`src/rtl/fft_arith_pkg.sv`:
```
// rtl/fft_arith_pkg.sv - shared widths and divider state type for the FFT arithmetic units
package fft_arith_pkg;

  // operand width of the multiplier / remainder width of the divider
  localparam int DATA_W = 16;
  // product width of the multiplier / dividend and quotient width of the divider
  localparam int PROD_W = 32;
  // step counter must hold the value PROD_W itself
  localparam int DIV_CNT_W = $clog2(PROD_W + 1);

  typedef enum logic [1:0] {
    IDLE,
    CALC,
    DONE
  } div_state_t;

endpackage

```
`src/rtl/div_step.sv`:
```
// rtl/div_step.sv - one restoring division step: shift in a bit, trial-subtract, restore
module div_step
  import fft_arith_pkg::*;
#(
  parameter int W = DATA_W
) (
  input  logic [W-1:0] pr,
  input  logic         bit_in,
  input  logic [W-1:0] divisor,
  output logic [W-1:0] pr_next,
  output logic         q_bit
);

  logic [W:0] trial;
  logic [W:0] diff;

  // The incoming partial remainder is always < divisor, so trial < 2*divisor.
  // On success the difference fits in W bits; on failure the W+1-bit
  // subtraction wraps and always sets diff[W], which therefore acts as the borrow.
  assign trial   = {pr, bit_in};
  assign diff    = trial - {1'b0, divisor};
  assign q_bit   = ~diff[W];
  assign pr_next = q_bit ? diff[W-1:0] : trial[W-1:0];

endmodule

```
`src/rtl/div_unit.sv`:
```
// rtl/div_unit.sv - sequential unsigned restoring divider with valid/ready handshakes
module div_unit
  import fft_arith_pkg::*;
#(
  parameter int DIVIDEND_W = PROD_W,
  parameter int DIVISOR_W  = DATA_W
) (
  input  logic                  clk,
  input  logic                  rst,
  input  logic                  in_valid,
  output logic                  in_ready,
  input  logic [DIVIDEND_W-1:0] dividend,
  input  logic [DIVISOR_W-1:0]  divisor,
  output logic                  out_valid,
  input  logic                  out_ready,
  output logic [DIVIDEND_W-1:0] quotient,
  output logic [DIVISOR_W-1:0]  remainder,
  output logic                  div_by_zero,
  output logic                  q_ovf
);

  // sized from the actual dividend width so non-default parameters still count correctly
  localparam int CNT_W = $clog2(DIVIDEND_W + 1);

  div_state_t state, state_next;

  logic [DIVIDEND_W-1:0] qreg;
  logic [DIVIDEND_W-1:0] q_shift;
  logic [DIVISOR_W-1:0]  pr;
  logic [DIVISOR_W-1:0]  pr_next;
  logic [DIVISOR_W-1:0]  dsr;
  logic [CNT_W-1:0]      cnt;
  logic                  q_bit;
  logic                  dbz_r;
  logic                  ovf_r;
  logic                  accept;

  assign accept  = in_valid && in_ready;
  assign q_shift = {qreg[DIVIDEND_W-2:0], q_bit};

  div_step #(.W(DIVISOR_W)) u_step (
    .pr      (pr),
    .bit_in  (qreg[DIVIDEND_W-1]),
    .divisor (dsr),
    .pr_next (pr_next),
    .q_bit   (q_bit)
  );

  // state register
  always_ff @(posedge clk) begin
    if (rst) state <= IDLE;
    else     state <= state_next;
  end

  // next-state: zero divisor skips CALC, DONE waits for the consumer
  always_comb begin
    state_next = state;
    case (state)
      IDLE: if (accept) state_next = (divisor == '0) ? DONE : CALC;
      CALC: if (cnt == CNT_W'(1)) state_next = DONE;
      DONE: if (out_ready) state_next = IDLE;
      default: state_next = IDLE;
    endcase
  end

  // handshake outputs, both held low while reset is asserted
  always_comb begin
    in_ready  = 1'b0;
    out_valid = 1'b0;
    if (!rst) begin
      case (state)
        IDLE:    in_ready  = 1'b1;
        DONE:    out_valid = 1'b1;
        default: ;
      endcase
    end
  end

  // datapath: quotient/shift register doubles as the dividend, flags settle on entry to DONE
  always_ff @(posedge clk) begin
    if (rst) begin
      qreg  <= '0;
      pr    <= '0;
      dsr   <= '0;
      cnt   <= '0;
      dbz_r <= 1'b0;
      ovf_r <= 1'b0;
    end else begin
      case (state)
        IDLE: begin
          if (accept) begin
            dsr <= divisor;
            if (divisor == '0) begin
              qreg  <= '1;
              pr    <= dividend[DIVISOR_W-1:0];
              cnt   <= '0;
              dbz_r <= 1'b1;
              ovf_r <= 1'b1;
            end else begin
              qreg  <= dividend;
              pr    <= '0;
              cnt   <= CNT_W'(DIVIDEND_W);
              dbz_r <= 1'b0;
              ovf_r <= 1'b0;
            end
          end
        end
        CALC: begin
          qreg <= q_shift;
          pr   <= pr_next;
          cnt  <= cnt - CNT_W'(1);
          if (cnt == CNT_W'(1)) ovf_r <= |(q_shift >> DIVISOR_W);
        end
        default: ;
      endcase
    end
  end

  assign quotient    = qreg;
  assign remainder   = pr;
  assign div_by_zero = dbz_r;
  assign q_ovf       = ovf_r;

endmodule

```
`config.mk`:
```
export PLATFORM = sky130hd
export DESIGN_NAME = div_unit
export DESIGN_NICKNAME = d
export VERILOG_FILES = /design/src/rtl/fft_arith_pkg.sv /design/src/rtl/div_step.sv /design/src/rtl/div_unit.sv
export SDC_FILE = /design/constraint.sdc
export NUM_CORES = 1
export LEC_CHECK = 0
export ABC_AREA = 1
export ABC_CLOCK_PERIOD_IN_PS = 2500
export CAP_MARGIN = 30
export CORE_UTILIZATION = 45
export CTS_CLUSTER_DIAMETER = 30
export DETAILED_ROUTE_END_ITERATION = 8
export PLACE_DENSITY = 0.73
export SETUP_SLACK_MARGIN = 0.15
export SYNTH_ARGS = -nofsm -noshare
export SYNTH_HDL_FRONTEND = slang
export SYNTH_SLANG_ARGS = --single-unit
```
`constraint.sdc`:
```
create_clock -name clk -period 2.5 [get_ports clk]
set_input_delay 0.5 -clock clk [delete_from_list [all_inputs] [get_ports clk]]
set_output_delay 0.5 -clock clk [all_outputs]
set_load 0.01 [all_outputs]
```
Yosys cells after proc, flatten, opt, wreduce, memory -nomap -nowiden
Cells that the tools add are included.

word-level totals
  register bits after elaboration = 74
  latch bits = 0
  memory bits (writable) = 0
  memory bits (read-only) = 0
  output and inout port bits = 52
  memories = 0

cells by class
  $add $sub $neg = 2
  multipliers = 0
  divide/modulo/power cells = 0
  $lt $le $gt $ge = 0
  eq/ne operators = 6
  shift operators = 0
  multiplexer cells = 23
  bitwise logic cells = 1
  reduce and logical (&&, ||, !) cells = 9

operator list
  cell                                                                   count
  32-bit two-way mux                                                     2
  32-bit case mux with 2 select lines                                    1
  16-bit two-way mux                                                     3
  16-bit case mux with 2 select lines                                    1
  17-bit by 16-bit subtractor with 17-bit output                         1
  16-bit zero test                                                       1
  16-bit OR reduction                                                    1
  6-bit two-way mux                                                      2
  6-bit case mux with 2 select lines                                     1
  2-bit two-way mux                                                      4
  1-bit two-way mux                                                      7
  6-bit by 1-bit equality test with 1-bit output, second input constant  1
  2-bit inequality test, second input constant                           3
  2-bit case mux with 3 select lines                                     1
  3-bit AND reduction                                                    2
  6-bit by 1-bit subtractor with 6-bit output, second input constant     1
  2-bit AND reduction                                                    2
  2-bit by 1-bit equality test with 1-bit output, second input constant  1
  2-bit equality test, second input constant                             1
  2-bit zero test                                                        1
  1-bit case mux with 2 select lines                                     1
  2-bit nonzero test                                                     1
  1-bit logical AND                                                      1
  1-bit inverter                                                         1

Longest topological paths before layout
  depth after elaboration = 6
  gate-level depth with buffers = 16
  depth with buffers taken out = 16

Hierarchy
From an unflattened synthesis, not the netlist that was laid out.

unflattened totals
  cell total of the unflattened synthesis = 743
  area, all modules = 4895.9 µm²

by module, submodules not included
  module    instances  cells an instance  area an instance (µm²)  seq. area each (µm²)
  div_unit  1          461                3445.8                  1481.4
  div_step  1          282                1450.1                  0.0

Worst setup path before layout
No wires, ideal clock.

  kind = flip-flop to flip-flop
  start = reg qreg[31] (netlist: quotient[31])
  end = reg pr[1] (netlist: remainder[1])
  library setup time = 0.122 ns
  data arrival time = 1.924 ns
  required time = 2.378 ns
  slack = 0.454 ns
  stages on the path, launching flop included = 17
  buffers on the path = 1
  clock period less this slack = 2.046 ns
  cell sequence = dfxtp_1 -> inv_1 -> ha_1 -> fa_1 -> inv_1 -> nand2_1 -> nand2_1 -> nand3_2 -> nand2_2 -> nand2_2 -> nand2_2 -> nand2_4 -> nand2_4 -> buf_6 -> nand2_1 -> nand3_1 -> a21oi_2

between the ends
  longest elaborated chain between the ends = 3

ends and longest elaborated chain
  what                                            line             RTL
  start, declared                                 div_unit.sv:27   logic [DIVIDEND_W-1:0] qreg;
  start signal, assigned                          div_unit.sv:100  qreg <= dividend;
  start signal, assigned                          div_unit.sv:109  qreg <= q_shift;
  17-bit by 16-bit subtractor with 17-bit output  div_step.sv:21   assign diff = trial - {1'b0, divisor};
  16-bit two-way mux                              div_step.sv:23   assign pr_next = q_bit ? diff[W-1:0] : trial[W-1:0];
  16-bit case mux with 2 select lines             div_unit.sv:89   case (state)
  end signal, assigned                            div_unit.sv:95   pr <= dividend[DIVISOR_W-1:0];
  end signal, assigned                            div_unit.sv:110  pr <= pr_next;
  end, declared                                   div_unit.sv:29   logic [DIVISOR_W-1:0] pr;

Every way passes these cells.
A chain may end at the register's enable or synchronous reset.

Final worst setup path
  start = in rst
  end = out out_valid

between the ends
  longest elaborated chain between the ends = 1

ends and longest elaborated chain
  what               line            RTL
  start, declared    div_unit.sv:9   input logic rst,
  1-bit two-way mux  div_unit.sv:70  if (!rst) begin
  end, declared      div_unit.sv:14  output logic out_valid,

Every way passes these cells.

==> impl_results.md <==
* Status: complete, no violations
* CTS max path bufs at 2
* CTS Hold Bufs at 0
* Period utilisation layout at 89.1%
* RSZ-0062 raised after global routing: false
* Share of layout cells above drive strength 1 at 7.83%
* Number of global-route vias before repair at 4307
* Drt first pass iters at 5
* Slew Limit Fails at 0
* Die height at 103 um
* HPWL Detailed at 9.74 mm
* Placer congestion estimate at 0.906
* Synthesized area per cell at 6.77 um^2
* Worst hold start: q_ovf$_SDFFE_PP0P_
* Final setup viols at 0
* DP Area at 5740 um^2
* Drt drc at 0
* DIE WIDTH at 103 um
* Post-Syn Nets at 749
* Worst-path clk slew at 0.07 ns
* CP dominant cell by count: clkdlybuf4s50_1
* CP Max Fanout at 3
* Initial DRC Count at 301
* CTS HTree Levels at 3
* Initial antenna violation count at 0
* Fmax at 0.449 GHz
* Clk Latency, worst-skew pair at 0.35 ns
* Nets@finish at 845
* Crit path cell chain: clkdlybuf4s50_1, nor3_1, clkdlybuf4s50_1
* Max-cap violations at 0
* Actual slew at the worst max-slew pin at 0.584 ns
* GRT Resource Usage Total at 24.8%
* Total congestion overflow at 0
* Slowest cell on crit path: clkdlybuf4s50_1
* HP Class: reg -> reg
* EDFF count, synth at 0
* Initial Utilization at 46.7%
* FF-to-FF End: remainder[9]$_SDFFE_PP0P_
* Crit path time final at 2.23 ns
* Cell count after synthesis at 678
* FF-to-FF path depth at 16
* Total wire length at 13.2 mm
* Inst Count DP at 893
* # IOs at 104
* Highest Signal Layer: met4
* Critical path origin: rst
* Inserted Clock Buffers at 9
* Worst Setup Path Type: in -> out
* Leak Pwr at 2.71 nW
* Metal3 WL at 519 um
* CTS tree: yes
* Total negative slack at 0 ns
* Via Count at 4790
* Synthesized area at 4590 um^2
* Row cnt at 36
* Dpl ws at 0.212 ns
* WL/cell at 14.5 um
* Core footprint at 9820 um^2
* Antenna diodes at 0
* Vias per cell at 5.25
* Synth unique cells at 40
* Yosys top cell area share at 32.3%
* Non-filler cells, final at 912
* Clock Skew at 0.0167 ns
* Dominant cells by area after synthesis: dfxtp_1 32%, nand2_1 11%, inv_1 9.2%
* Startpoint Class: input port
* Slew HR at 61.0%
* Clk sinks at 74
* Die Footprint at 10600 um^2
* Top FF cell, synth: dfxtp_1
* Final hold viol count at 0
* Design Area, Final at 5990 um^2
* Arr. time, crit path at 1.73 ns
* Cell Pwr Density at 688 nW/um^2
* Synth async-reset ratio at 0%
* CTS Root Cell: clkbuf_8
* Max VDD drop at 0.417 mV
* Max stage delay on crit path at 0.57 ns
* Yosys top cell by area: dfxtp_1
* Syn. warnings at 0
* Hold Crit Depth at 2
* Final worst slack at 0.273 ns
* Reg2Reg Setup Slack at 0.37 ns
* Yosys reg bits at 74
* DRT met1 WL at 6.01 mm
* Post-DRT Antenna Nets at 0
* Largest net degree at the start of global routing at 50
* R2R Path Start: quotient[31]$_SDFFE_PP0P_
* WHS Endpoint: q_ovf$_SDFFE_PP0P_
* Post-synthesis sequential area ratio at 32.3%
* Critical Path RT at 2.00 ns
* Endpoint class of the critical path: output pin
* Global-route wire length before repair at 20.5 mm
* Area Overhead vs Synth at 30.6%
* Wire length on met2 at 6.44 mm
* Number of I/O port buffers at 103
[worst max-delay path by stage]
stage,endpoint,slack (ns),cells past startpoint
floorplan,remainder[1]$_SDFFE_PP0P_,0.45,16
global placement,remainder[8]$_SDFFE_PP0P_,0.30,9
detailed placement,remainder[9]$_SDFFE_PP0P_,0.21,16
CTS,remainder[9]$_SDFFE_PP0P_,0.19,16
global route,remainder[9]$_SDFFE_PP0P_,0.19,16
finish,out_valid,0.27,3
[cells in the mapped netlist, types with 2 or more instances]
master and count:
nor4_1 6, inv_1 112, a31oi_1 15, o221ai_1 31
o21ai_0 40, nand3_2 2, nor2_2 2, nand2_4 2
a21oi_2 4, nand3b_1 11, a21oi_1 46, buf_4 4
nand2_1 130, nor3_1 2, nand2_2 10, nand3_1 46
ha_1 18, buf_2 10, clkbuf_1 17, buf_6 2
dfxtp_1 74, nand4_1 8, xor2_1 7, and2_1 3
nor2_1 60, inv_2 2
[per-layer routing]
| metal | global-route usage, % | vias up |
|---|---|---|
| met5 | 0 | - |
| met4 | 6.83 | 0 |
| met3 | 3.86 | 24 |
| met2 | 42.6 | 141 |
| met1 | 32.2 | 2195 |
| li1 | - | 2430 |
[what timing repair did]
| action | in CTS | in global routing |
|---|---|---|
| resized for setup | 0 | 5 |
| buffers inserted | 0 | 2 |
| endpoints found under the hold margin | 0 | 0 |
| endpoints found under the setup margin | 0 | 17 |
[per-stage QoR]
| stage | hold slack (ns) | util, % | power [mW] |
|---|---|---|---|
| finish | 0.479 | 61.0 | 4.13 |
| global route | 0.510 | 61.0 | 4.40 |
| CTS | 0.487 | 60.4 | 4.07 |
| detailed placement | 0.465 | 58.4 | 3.13 |
| global placement | 0.458 | 58.4 | 3.10 |
| floorplan | 0.433 | - | 2.60 |
[flip-flops by register name, summed over array words and instances, names as in the netlist]
name	count
remainder	16
div_by_zero	1
quotient	32
dsr	16
state	2
q_ovf	1
cnt	6
[kinds of logic after synthesis]
family          count (synthesis)  share of synthesized area [%]
simple gates                  287                           28.6
flops                          74                           32.3
xor+xnor                        8                           1.53
buf+inv                       149                           13.1
compound gates                141                           19.1
fa+ha+maj                      19                           5.35
[layout make-up]
class	instances	area [um^2]
Clock buffer	10	128
Multi-Input combinational cell	456	2540
Tap cell	133	166
Timing Repair Buffer	118	1180
Fill cell	973	3830
Inverter	115	432
Clock inverter	6	65.1
Sequential cell	74	1480
[worst max-delay path: cells and delay by family]
family / cells / cell delay [ns]
buf+inv: 2 / 1.03
simple gates: 1 / 0.20
[placed cells by master, fill, tap and decap left out, types with 2 or more instances in the layout]
master / netlist / layout
a31oi_1: 15 / 15
clkbuf_8: 0 / 9
nor4_1: 6 / 6
and2_1: 3 / 3
nor2_2: 2 / 2
nand3b_1: 11 / 11
inv_1: 112 / 112
nor2_1: 60 / 60
ha_1: 18 / 18
a21oi_1: 46 / 46
buf_12: 0 / 3
nand2_2: 10 / 11
nand2_1: 130 / 129
nand3_2: 2 / 2
a21oi_2: 4 / 4
nand3_1: 46 / 46
clkinv_2: 0 / 2
xor2_1: 7 / 7
nor3_1: 2 / 2
o21ai_0: 40 / 40
clkdlybuf4s50_1: 0 / 103
dfxtp_1: 74 / 73
inv_2: 2 / 2
nand2_8: 0 / 2
buf_4: 4 / 12
o221ai_1: 31 / 31
nand4_1: 8 / 8
[where the power goes]
part	internal, mW	switching [mW]	total (mW)	leakage, nW
sequential	1.31	0.124	1.43	0.610
combinational	0.731	1.03	1.76	2.00
clock	0.464	0.473	0.937	0.0966
total	2.50	1.63	4.13	2.71
No activity file was read; power rests on OpenSTA's default activity.
